<file path="src/rtl/sdf_pkg.sv">
// +----------------------------------------------------------------------------+
// | sdf_pkg: shared constants and arithmetic helpers for the SDF FFT stage.    |
// | Revision: 1.0                                                              |
// +----------------------------------------------------------------------------+
`default_nettype none

package sdf_pkg;

    localparam int MODE_BF2I  = 1;
    localparam int MODE_BF2II = 2;
    localparam int ARITH_W    = 32;

    function automatic int clog2(input int value);
        int r;
        r = 0;
        for (int i = 0; i < 31; i++) begin
            if ((1 << i) < value) r = i + 1;
        end
        return r;
    endfunction

    // Clamp a wide two's complement value into a w-bit signed range.
    function automatic logic signed [ARITH_W-1:0] sat_clip(input logic signed [ARITH_W-1:0] v,
                                                           input int w);
        logic signed [ARITH_W-1:0] hi;
        logic signed [ARITH_W-1:0] lo;
        hi = (ARITH_W'(1) << (w - 1)) - ARITH_W'(1);
        lo = ~hi;
        if (v > hi)      return hi;
        else if (v < lo) return lo;
        return v;
    endfunction

    function automatic logic signed [ARITH_W-1:0] sat_add(input logic signed [ARITH_W-1:0] a,
                                                          input logic signed [ARITH_W-1:0] b,
                                                          input int w);
        return sat_clip(a + b, w);
    endfunction

    function automatic logic signed [ARITH_W-1:0] sat_sub(input logic signed [ARITH_W-1:0] a,
                                                          input logic signed [ARITH_W-1:0] b,
                                                          input int w);
        return sat_clip(a - b, w);
    endfunction

endpackage

`default_nettype wire

</file>
<file path="src/rtl/sdf_delay_line.sv">
// +----------------------------------------------------------------------------+
// | sdf_delay_line: enabled shift register holding the SDF feedback samples.   |
// | Revision: 1.0                                                              |
// +----------------------------------------------------------------------------+
`default_nettype none

module sdf_delay_line
    import sdf_pkg::*;
#(
    parameter int DATA_WIDTH = 13,
    parameter int DEPTH      = 32
) (
    input  logic                  clock,
    input  logic                  resetn,
    input  logic                  en,
    input  logic [DATA_WIDTH-1:0] din,
    output logic [DATA_WIDTH-1:0] dout
);

    logic [DEPTH-1:0][DATA_WIDTH-1:0] shift_q;
    logic [DEPTH-1:0][DATA_WIDTH-1:0] shift_d;

    always_comb begin
        shift_d    = shift_q;
        shift_d[0] = din;
        for (int k = 1; k < DEPTH; k++) begin
            shift_d[k] = shift_q[k-1];
        end
    end

    always_ff @(posedge clock or negedge resetn) begin
        if (!resetn) begin
            shift_q <= '0;
        end else if (en) begin
            shift_q <= shift_d;
        end
    end

    assign dout = shift_q[DEPTH-1];

endmodule

`default_nettype wire

</file>
<file path="src/rtl/sdf_stage.sv">
// +----------------------------------------------------------------------------+
// | sdf_stage: radix-2^2 single-path delay-feedback FFT stage (BF2I / BF2II).  |
// | Define SDF_STAGE_SAT_EN to saturate butterfly results instead of wrapping. |
// | Revision: 1.0                                                              |
// +----------------------------------------------------------------------------+
`default_nettype none

module sdf_stage
    import sdf_pkg::*;
#(
    parameter int DATA_WIDTH   = 13,
    parameter int ADD_G        = 1,
    parameter int SHIFT_STAGES = 32,
    parameter int MODE         = 1
) (
    input  logic                          clock,
    input  logic                          resetn,
    input  logic                          in_valid,
    input  logic                          frame_start,
    input  logic [DATA_WIDTH-ADD_G-1:0]   prvs_r,
    input  logic [DATA_WIDTH-ADD_G-1:0]   prvs_i,
    output logic [DATA_WIDTH-1:0]         tonext_r,
    output logic [DATA_WIDTH-1:0]         tonext_i,
    output logic                          out_valid,
    output logic                          out_sync
);

    localparam int IN_W = DATA_WIDTH - ADD_G;
    localparam int SBIT = clog2(SHIFT_STAGES);
    localparam int CW   = SBIT + 1 + ((MODE == MODE_BF2II) ? 1 : 0);

    logic [DATA_WIDTH-1:0] x_r, x_i;
    logic [DATA_WIDTH-1:0] b_r, b_i;
    logic [DATA_WIDTH-1:0] fromreg_r, fromreg_i;
    logic [DATA_WIDTH-1:0] dl_in_r, dl_in_i;
    logic [DATA_WIDTH-1:0] out_r, out_i;
    logic [CW-1:0]         idx;
    logic                  s_bit, t_bit, rot;

    logic [CW-1:0]         cnt_q, cnt_d;
    logic [DATA_WIDTH-1:0] tonext_r_q, tonext_r_d;
    logic [DATA_WIDTH-1:0] tonext_i_q, tonext_i_d;
    logic                  out_valid_q, out_valid_d;
    logic                  out_sync_q, out_sync_d;

    function automatic logic signed [ARITH_W-1:0] wide(input logic [DATA_WIDTH-1:0] v);
        return ARITH_W'(signed'(v));
    endfunction

    function automatic logic [DATA_WIDTH-1:0] add_op(input logic [DATA_WIDTH-1:0] a,
                                                     input logic [DATA_WIDTH-1:0] b);
`ifdef SDF_STAGE_SAT_EN
        return DATA_WIDTH'(sat_add(wide(a), wide(b), DATA_WIDTH));
`else
        return a + b;
`endif
    endfunction

    function automatic logic [DATA_WIDTH-1:0] sub_op(input logic [DATA_WIDTH-1:0] a,
                                                     input logic [DATA_WIDTH-1:0] b);
`ifdef SDF_STAGE_SAT_EN
        return DATA_WIDTH'(sat_sub(wide(a), wide(b), DATA_WIDTH));
`else
        return a - b;
`endif
    endfunction

    function automatic logic [DATA_WIDTH-1:0] neg_op(input logic [DATA_WIDTH-1:0] a);
`ifdef SDF_STAGE_SAT_EN
        return DATA_WIDTH'(sat_sub('0, wide(a), DATA_WIDTH));
`else
        return -a;
`endif
    endfunction

    generate
        if (ADD_G == 1) begin : g_sext
            assign x_r = {prvs_r[IN_W-1], prvs_r};
            assign x_i = {prvs_i[IN_W-1], prvs_i};
        end else begin : g_nosext
            assign x_r = prvs_r;
            assign x_i = prvs_i;
        end
    endgenerate

    // A frame-start sample is index 0 regardless of where the counter was.
    always_comb begin
        idx   = frame_start ? '0 : cnt_q;
        s_bit = idx[SBIT];
        t_bit = idx[CW-1];
        rot   = (MODE == MODE_BF2II) && s_bit && t_bit;

        b_r = rot ? x_i         : x_r;
        b_i = rot ? neg_op(x_r) : x_i;

        if (s_bit) begin
            dl_in_r = sub_op(fromreg_r, b_r);
            dl_in_i = sub_op(fromreg_i, b_i);
            out_r   = add_op(fromreg_r, b_r);
            out_i   = add_op(fromreg_i, b_i);
        end else begin
            dl_in_r = b_r;
            dl_in_i = b_i;
            out_r   = fromreg_r;
            out_i   = fromreg_i;
        end
    end

    always_comb begin
        cnt_d       = cnt_q;
        tonext_r_d  = tonext_r_q;
        tonext_i_d  = tonext_i_q;
        out_valid_d = in_valid;
        out_sync_d  = 1'b0;
        if (in_valid) begin
            cnt_d      = frame_start ? CW'(1) : cnt_q + CW'(1);
            tonext_r_d = out_r;
            tonext_i_d = out_i;
            // Index SHIFT_STAGES already implies t=0 in BF2II mode.
            out_sync_d = (idx == CW'(SHIFT_STAGES));
        end
    end

    always_ff @(posedge clock or negedge resetn) begin
        if (!resetn) begin
            cnt_q       <= '0;
            tonext_r_q  <= '0;
            tonext_i_q  <= '0;
            out_valid_q <= 1'b0;
            out_sync_q  <= 1'b0;
        end else begin
            cnt_q       <= cnt_d;
            tonext_r_q  <= tonext_r_d;
            tonext_i_q  <= tonext_i_d;
            out_valid_q <= out_valid_d;
            out_sync_q  <= out_sync_d;
        end
    end

    sdf_delay_line #(.DATA_WIDTH(DATA_WIDTH), .DEPTH(SHIFT_STAGES)) u_dl_r (
        .clock  (clock),
        .resetn (resetn),
        .en     (in_valid),
        .din    (dl_in_r),
        .dout   (fromreg_r)
    );

    sdf_delay_line #(.DATA_WIDTH(DATA_WIDTH), .DEPTH(SHIFT_STAGES)) u_dl_i (
        .clock  (clock),
        .resetn (resetn),
        .en     (in_valid),
        .din    (dl_in_i),
        .dout   (fromreg_i)
    );

    assign tonext_r  = tonext_r_q;
    assign tonext_i  = tonext_i_q;
    assign out_valid = out_valid_q;
    assign out_sync  = out_sync_q;

endmodule

`default_nettype wire

</file>
<file path="config.mk">
export PLATFORM = sky130hd
export DESIGN_NAME = sdf_stage
export DESIGN_NICKNAME = d
export VERILOG_FILES = /design/src/rtl/sdf_pkg.sv /design/src/rtl/sdf_delay_line.sv /design/src/rtl/sdf_stage.sv
export SDC_FILE = /design/constraint.sdc
export NUM_CORES = 1
export LEC_CHECK = 0
export BUFFER_PORTS_ARGS = -buffer_cell sky130_fd_sc_hd__buf_2
export CORE_MARGIN = 10
export CORE_UTILIZATION = 58
export CTS_BUF_LIST = sky130_fd_sc_hd__clkbuf_16
export DETAILED_ROUTE_END_ITERATION = 16
export GPL_ROUTABILITY_DRIVEN = 0
export HOLD_SLACK_MARGIN = 0.1
export PLACE_DENSITY_LB_ADDON = 0.2
export SLEW_MARGIN = 10
export SYNTH_ARGS = -nofsm -noshare
export SYNTH_HDL_FRONTEND = slang
export SYNTH_SLANG_ARGS = --single-unit
</file>
<file path="constraint.sdc">
create_clock -name clock -period 3 [get_ports clock]
set_input_delay 0.15 -clock clock [delete_from_list [all_inputs] [get_ports clock]]
set_output_delay 0.15 -clock clock [all_outputs]
set_load 0.005 [all_outputs]
</file>
### Yosys cells after proc, flatten, opt, wreduce, memory -nomap -nowiden

Cells that the tools add are included.
Widths: inputs -> output; s select.

* output and inout port bits: 28
* logic and storage cells: 82
* register bits after elaboration: 866
* input bits: 28

* muxes and demuxes: 7
* add/sub/neg operators: 5
* equality and inequality tests: 1

Operator list (count)
* $mux 13: 4
* $add 13x13->13: 2
* $sub 13x13->13: 2
* $mux 6: 2
* $add 6x1->6 const B: 1
* $eq 6x6->1 const B: 1
* $mux 1: 1

### Depth between registers and ports, before layout

* depth after elaboration: 3
* depth in mapped cells: 11
* gate-level depth less buffers: 11

### Hierarchy

A second synthesis with hierarchy kept.

* cells, all modules: 2291
* area total of the unflattened synthesis: 36622.6 um2

Modules (own cells, without submodules)
* sdf_delay_line: area each 16313.1 um2, seq. area each 10410.0 um2, instances 2, cells an instance 878
* sdf_stage: area each 3996.3 um2, seq. area each 850.8 um2, instances 1, cells an instance 535

### Least setup slack after synthesis

Ideal clock, no wire load.

* path kind: register -> register
* start: register u_dl_r.shift_q (netlist bit u_dl_r.dout[0])
* end: register u_dl_r.shift_q (netlist bit u_dl_r.shift_d[25])
* cell stages (with the launch flop): 12
* data arrival time: 2.304 ns
* buffers on the path: 0
* required time: 2.869 ns
* library setup time: 0.131 ns
* clock period less this slack: 2.436 ns
* path slack: 0.564 ns
* cell sequence: dfrtp_1 -> inv_1 -> ha_1 -> fa_1 -> nor2b_4 -> o21ai_2 -> a21boi_2 -> or4_4 -> nand2_4 -> mux2i_1 -> nor3_1 -> or3b_1

* longest elaborated chain between the ends: 2

Ends and longest elaborated chain
* start: declaration: line sdf_delay_line.sv:20 `logic [DEPTH-1:0][DATA_WIDTH-1:0] shift_q;`
* start signal: assignment: line sdf_delay_line.sv:35 `shift_q <= shift_d;`
* $sub 13x13->13: line sdf_stage.sv:64 `return a - b;`
* $mux 13: line sdf_stage.sv:96 `if (s_bit) begin`

Every way passes these cells.
A chain may end at the register's enable or synchronous reset.

### Worst setup path in the final report

Same ends and word-level chain as after synthesis.

==> results.txt <==
- The run finished with clean final reports.
* Clock latency of the later-clocked register in the worst-skew pair: 0.63 ns
- IO Count: 56
- Of the post-synthesis cell area, the part taken by muxes is 26.5%.
- TritonCTS built the clock tree.
- TritonCTS Buffers: 86
- Dominant combinational cell family by area after synthesis: multiplexers
- For this design the ratio of total power to cell area is just under 900 nW/um^2.
* Switching Power: 0.00849 W
- In this run the tool buffered the top-level ports with 55 buffer cells.
- Synthesized cell area: about 34000 um^2
- Proportion of register bits with asynchronous set or reset after synthesis: 100%
* RSZ-0062 raised after global routing: false
- Nets: between 2000 and 2500
* Area of the die: roughly 70000 um^2
* Maximum number of pins on one net before global-route repair: 182
* Antenna-violating nets left: 0
- Count of vias placed by the detailed router: 17800
- Measured slew at the worst slew-check pin: approximately 0.93 ns
* Net switching fraction of the power: 24.8%
* Period utilization: between 80% and 90%
* Post-synth EDFFs: 0
- From synthesis to final layout, the design area changed by 12.2%.
- The synthesized netlist devotes roughly 3.4% of its cell area to compound gates.
- Starting DRC count in detailed routing: approximately 1300
- Clock-pin slew was measured on the worst setup and hold paths at around 0.060 ns.
* Global-route usage over all layers: about 16%
- Min-delay worst type: in2async
* Hold Slack: 0.171 ns
- The worst register-to-register path has a setup slack of around 0.31 ns.
- Initial antenna violation count: 0
- Cell Rows: 89
* Pre-Repair DR Iteration Count: 5
- The critical path is of the reg2reg type.
- Fraction of final layout cells sized beyond drive strength 1: a little over two fifths
- Post-synthesis cell type count: between 60 and 70
* HPWL after DPL: around 33000 um
- Setup violations remaining at the end of the flow were counted as 0.
- The initial utilization of the core area, before any placement, comes to about three fifths.
* Total DRC errors in the routed layout: 0
- Post-DR vias/cell: 5.52
- The final count of pins violating max slew came to 0.
* Most used standard cells in the synthesized netlist: 866 x sky130_fd_sc_hd__dfrtp_1, 808 x sky130_fd_sc_hd__mux2_2, 117 x sky130_fd_sc_hd__clkbuf_1, 72 x sky130_fd_sc_hd__a21oi_1, 68 x sky130_fd_sc_hd__nor2_1
- Antenna Cells: 0
- Die X-Extent: 264 um
- Number of hold violations in the final report: 0
- For the final database, setup skew stands at between 0.02 and 0.025 ns.
* Leading cell types by total area after synthesis: sky130_fd_sc_hd__dfrtp_1 63%, sky130_fd_sc_hd__mux2_2 26%, sky130_fd_sc_hd__ha_1 1.8%
- STA classifies the critical path startpoint as a flip-flop.
* Leakage: roughly 18 nW
- In this run the standard cell core region covers just under 60000 um^2.
- After global routing the overflow that remains totals 0.
- For this block, the routed nets add up to 54300 um of wire.
- Clock Power Share: 29.9%
- Final cell utilization of the core: roughly 66%
- In this run, synthesis produced a sequential element count of 866.
- Clk sink count: between 800 and 900
- Share of the synthesized netlist area taken by xor and xnor gates: 0.838%
- Vias in the first global route: 19000
- Measured against its own limit, the worst slew margin works out to between 30 and 40%.
- IR analysis of the VDD net gives a maximum drop of about 0.77 mV.
* Routed wire per std cell: approximately 17 um
- From bottom edge to top edge, the die measures between 200 and 300 um.
- STA puts the critical path data arrival time at between 3 and 4 ns.
- Share of the yosys chip area belonging to registers: between 60% and 70%
- Based on the critical path, the design can be clocked at up to approximately 0.37 GHz.
- Synthesis produced a netlist with a net count of roughly 2400.
* Minimum clock period after layout: 2.69 ns
- Area fraction in and, or, nand and nor cells after synthesis: under 10%
- Combinational cells account for 16.5% of the total power.
- Mean cell area of the mapped netlist: 15.0 um^2
* Bufs on Longest Clock Path: 3
- Global-route wire length before repair: 95600 um
- Leading area contributor after synthesis: sky130_fd_sc_hd__dfrtp_1
* Post-cts repair resize count: 0
* TNS Setup: 0 ns
- Cells after Synth: roughly 2300
* Top cell type's share of synthesized area: 62.8%
- Summing the areas of all fa, ha and maj instances in the mapped netlist gives 2.01% of the synthesized area.
- Cell internal power was estimated by the tool at 0.0258 W.
- For this run, the number of Yosys warnings is 0.
- Kind of capture point of the worst setup path: flip-flop
- Across the run, the number of max-cap violations was 0.
- In this run the worst path has a maximum fanout of 3.
- Ys flop type: sky130_fd_sc_hd__dfrtp_1
- Among all cell types in the netlist, the one instantiated most often is sky130_fd_sc_hd__dfrtp_1.
- H-tree level count: 3
- Data on the critical path is required at its endpoint by 3.50 ns.
- Power share of the sequential group: 53.6%
* Cell chosen for the clock root: sky130_fd_sc_hd__clkbuf_16
## flip-flops by register name (all words and copies together), names as in the netlist
| name | flops |
|---|---|
| tonext_i | 13 |
| out_valid | 1 |
| cnt_q | 6 |
| u_dl_i.dout | 13 |
| tonext_r | 13 |
| u_dl_i.shift_d | 403 |
| u_dl_r.shift_d | 403 |
| u_dl_r.dout | 13 |
| out_sync | 1 |
## routing by layer
| layer | track usage, % | wire, um | part of all wire, % | up-vias |
|---|---|---|---|---|
| met2 | 23.8 | 24100 | 44 | 340 |
| li1 | - | - | - | 8272 |
| met1 | 23.4 | 26600 | 49 | 9106 |
| met5 | 0 | 0 | 0 | - |
| met4 | 5.39 | 1050 | 1.9 | 0 |
| met3 | 3.03 | 2600 | 4.8 | 78 |
## through the flow
stage	instance area, um^2	setup WS (ns)	total power (W)	std cells
4_1_cts	38700	0.303	0.0347	3223
3_3_place_gp	35700	0.414	0.0236	3039
6_report	38700	0.311	0.0343	3223
3_5_place_dp	35700	0.332	0.0242	3039
2_1_floorplan	34500	0.564	0.0224	2298
5_1_grt	38700	0.160	0.0363	3223
## final timing paths
kind / startpoint / endpoint / depth (start not counted)
max: u_dl_r.dout[0] / u_dl_r.shift_d[25] / 11
max reg2reg: u_dl_r.dout[0] / u_dl_r.shift_d[25] / 11
min in group clock: frame_start / cnt_q[4] / 3
min: resetn / u_dl_i.shift_d[79] / 2
max in group asynchronous: resetn / u_dl_i.shift_d[205] / 3
min reg2reg: u_dl_r.shift_d[17] / u_dl_r.shift_d[17] / 1
## cell type report
class / count / area (um^2)
Multi-Input combinational cell: 1260 / 12100
Sequential cell: 866 / 21700
Clock inverter: 69 / 513
Clock buffer: 88 / 2200
Timing Repair Buffer: 118 / 1010
Inverter: 49 / 184
Tap cell: 773 / 967
Fill cell: 4102 / 20200
## critical path: stages, from the launching register on
cell and delay [ns]:
sky130_fd_sc_hd__dfrtp_1 0.39, sky130_fd_sc_hd__inv_1 0.08, sky130_fd_sc_hd__ha_1 0.19, sky130_fd_sc_hd__fa_1 0.25
sky130_fd_sc_hd__nor2b_4 0.06, sky130_fd_sc_hd__o21ai_2 0.16, sky130_fd_sc_hd__a21boi_2 0.11, sky130_fd_sc_hd__or4_4 0.51
sky130_fd_sc_hd__nand2_4 0.09, sky130_fd_sc_hd__mux2i_1 0.28, sky130_fd_sc_hd__nor3_1 0.08, sky130_fd_sc_hd__or3b_1 0.37
## placed cells by master (no fill, tap or decap), types with 6 or more instances in the layout
| cell type | netlist | routed |
|---|---|---|
| sky130_fd_sc_hd__dfrtp_1 | 866 | 866 |
| sky130_fd_sc_hd__mux2_2 | 808 | 808 |
| sky130_fd_sc_hd__clkbuf_16 | 0 | 88 |
| sky130_fd_sc_hd__a21oi_1 | 72 | 72 |
| sky130_fd_sc_hd__nor2_1 | 68 | 68 |
| sky130_fd_sc_hd__inv_1 | 47 | 65 |
| sky130_fd_sc_hd__buf_2 | 1 | 53 |
| sky130_fd_sc_hd__ha_1 | 49 | 49 |
| sky130_fd_sc_hd__nand2_1 | 36 | 36 |
| sky130_fd_sc_hd__o21ai_0 | 36 | 36 |
| sky130_fd_sc_hd__xnor2_1 | 29 | 29 |
| sky130_fd_sc_hd__dlygate4sd3_1 | 0 | 27 |
| sky130_fd_sc_hd__clkinv_1 | 0 | 26 |
| sky130_fd_sc_hd__buf_4 | 0 | 22 |
| sky130_fd_sc_hd__nor3_1 | 20 | 20 |
| sky130_fd_sc_hd__a21o_1 | 17 | 17 |
| sky130_fd_sc_hd__buf_12 | 0 | 14 |
| sky130_fd_sc_hd__clkinv_2 | 0 | 11 |
| sky130_fd_sc_hd__o21bai_1 | 8 | 8 |
| sky130_fd_sc_hd__and3_1 | 8 | 8 |
| sky130_fd_sc_hd__nor2b_1 | 8 | 7 |
| sky130_fd_sc_hd__a31oi_1 | 7 | 7 |
| sky130_fd_sc_hd__nand3_1 | 6 | 6 |
| sky130_fd_sc_hd__bufinv_16 | 0 | 6 |
## cells by family (layout without fill, tap and decap cells)
family | Yosys count | after routing
AND/OR/NAND/NOR | 176 | 176
XOR/XNOR | 33 | 33
adder cells (fa/ha/maj) | 53 | 53
multiplexers | 812 | 812
buffers and inverters | 172 | 324
AO/OA/AOI/OAI | 186 | 186
flip-flops | 866 | 866
## power by group through the flow
| stage | clock network [W] | registers [W] | logic [W] |
|---|---|---|---|
| floorplan | 0 | 0.0177 | 0.00477 |
| global placement | 0 | 0.0183 | 0.00537 |
| detailed placement | 0 | 0.0185 | 0.00568 |
| CTS | 0.0105 | 0.0184 | 0.00580 |
| global route | 0.0111 | 0.0189 | 0.00633 |
| finish | 0.0102 | 0.0183 | 0.00566 |
## repair_timing
action                                  4_1_cts  5_1_grt
setup buffers                                 0        0
hold buffers                                 27        0
endpoints found under the hold margin       218        0
endpoints found under the setup margin        0        0
Note: power is estimated with default switching activity, not from simulation.
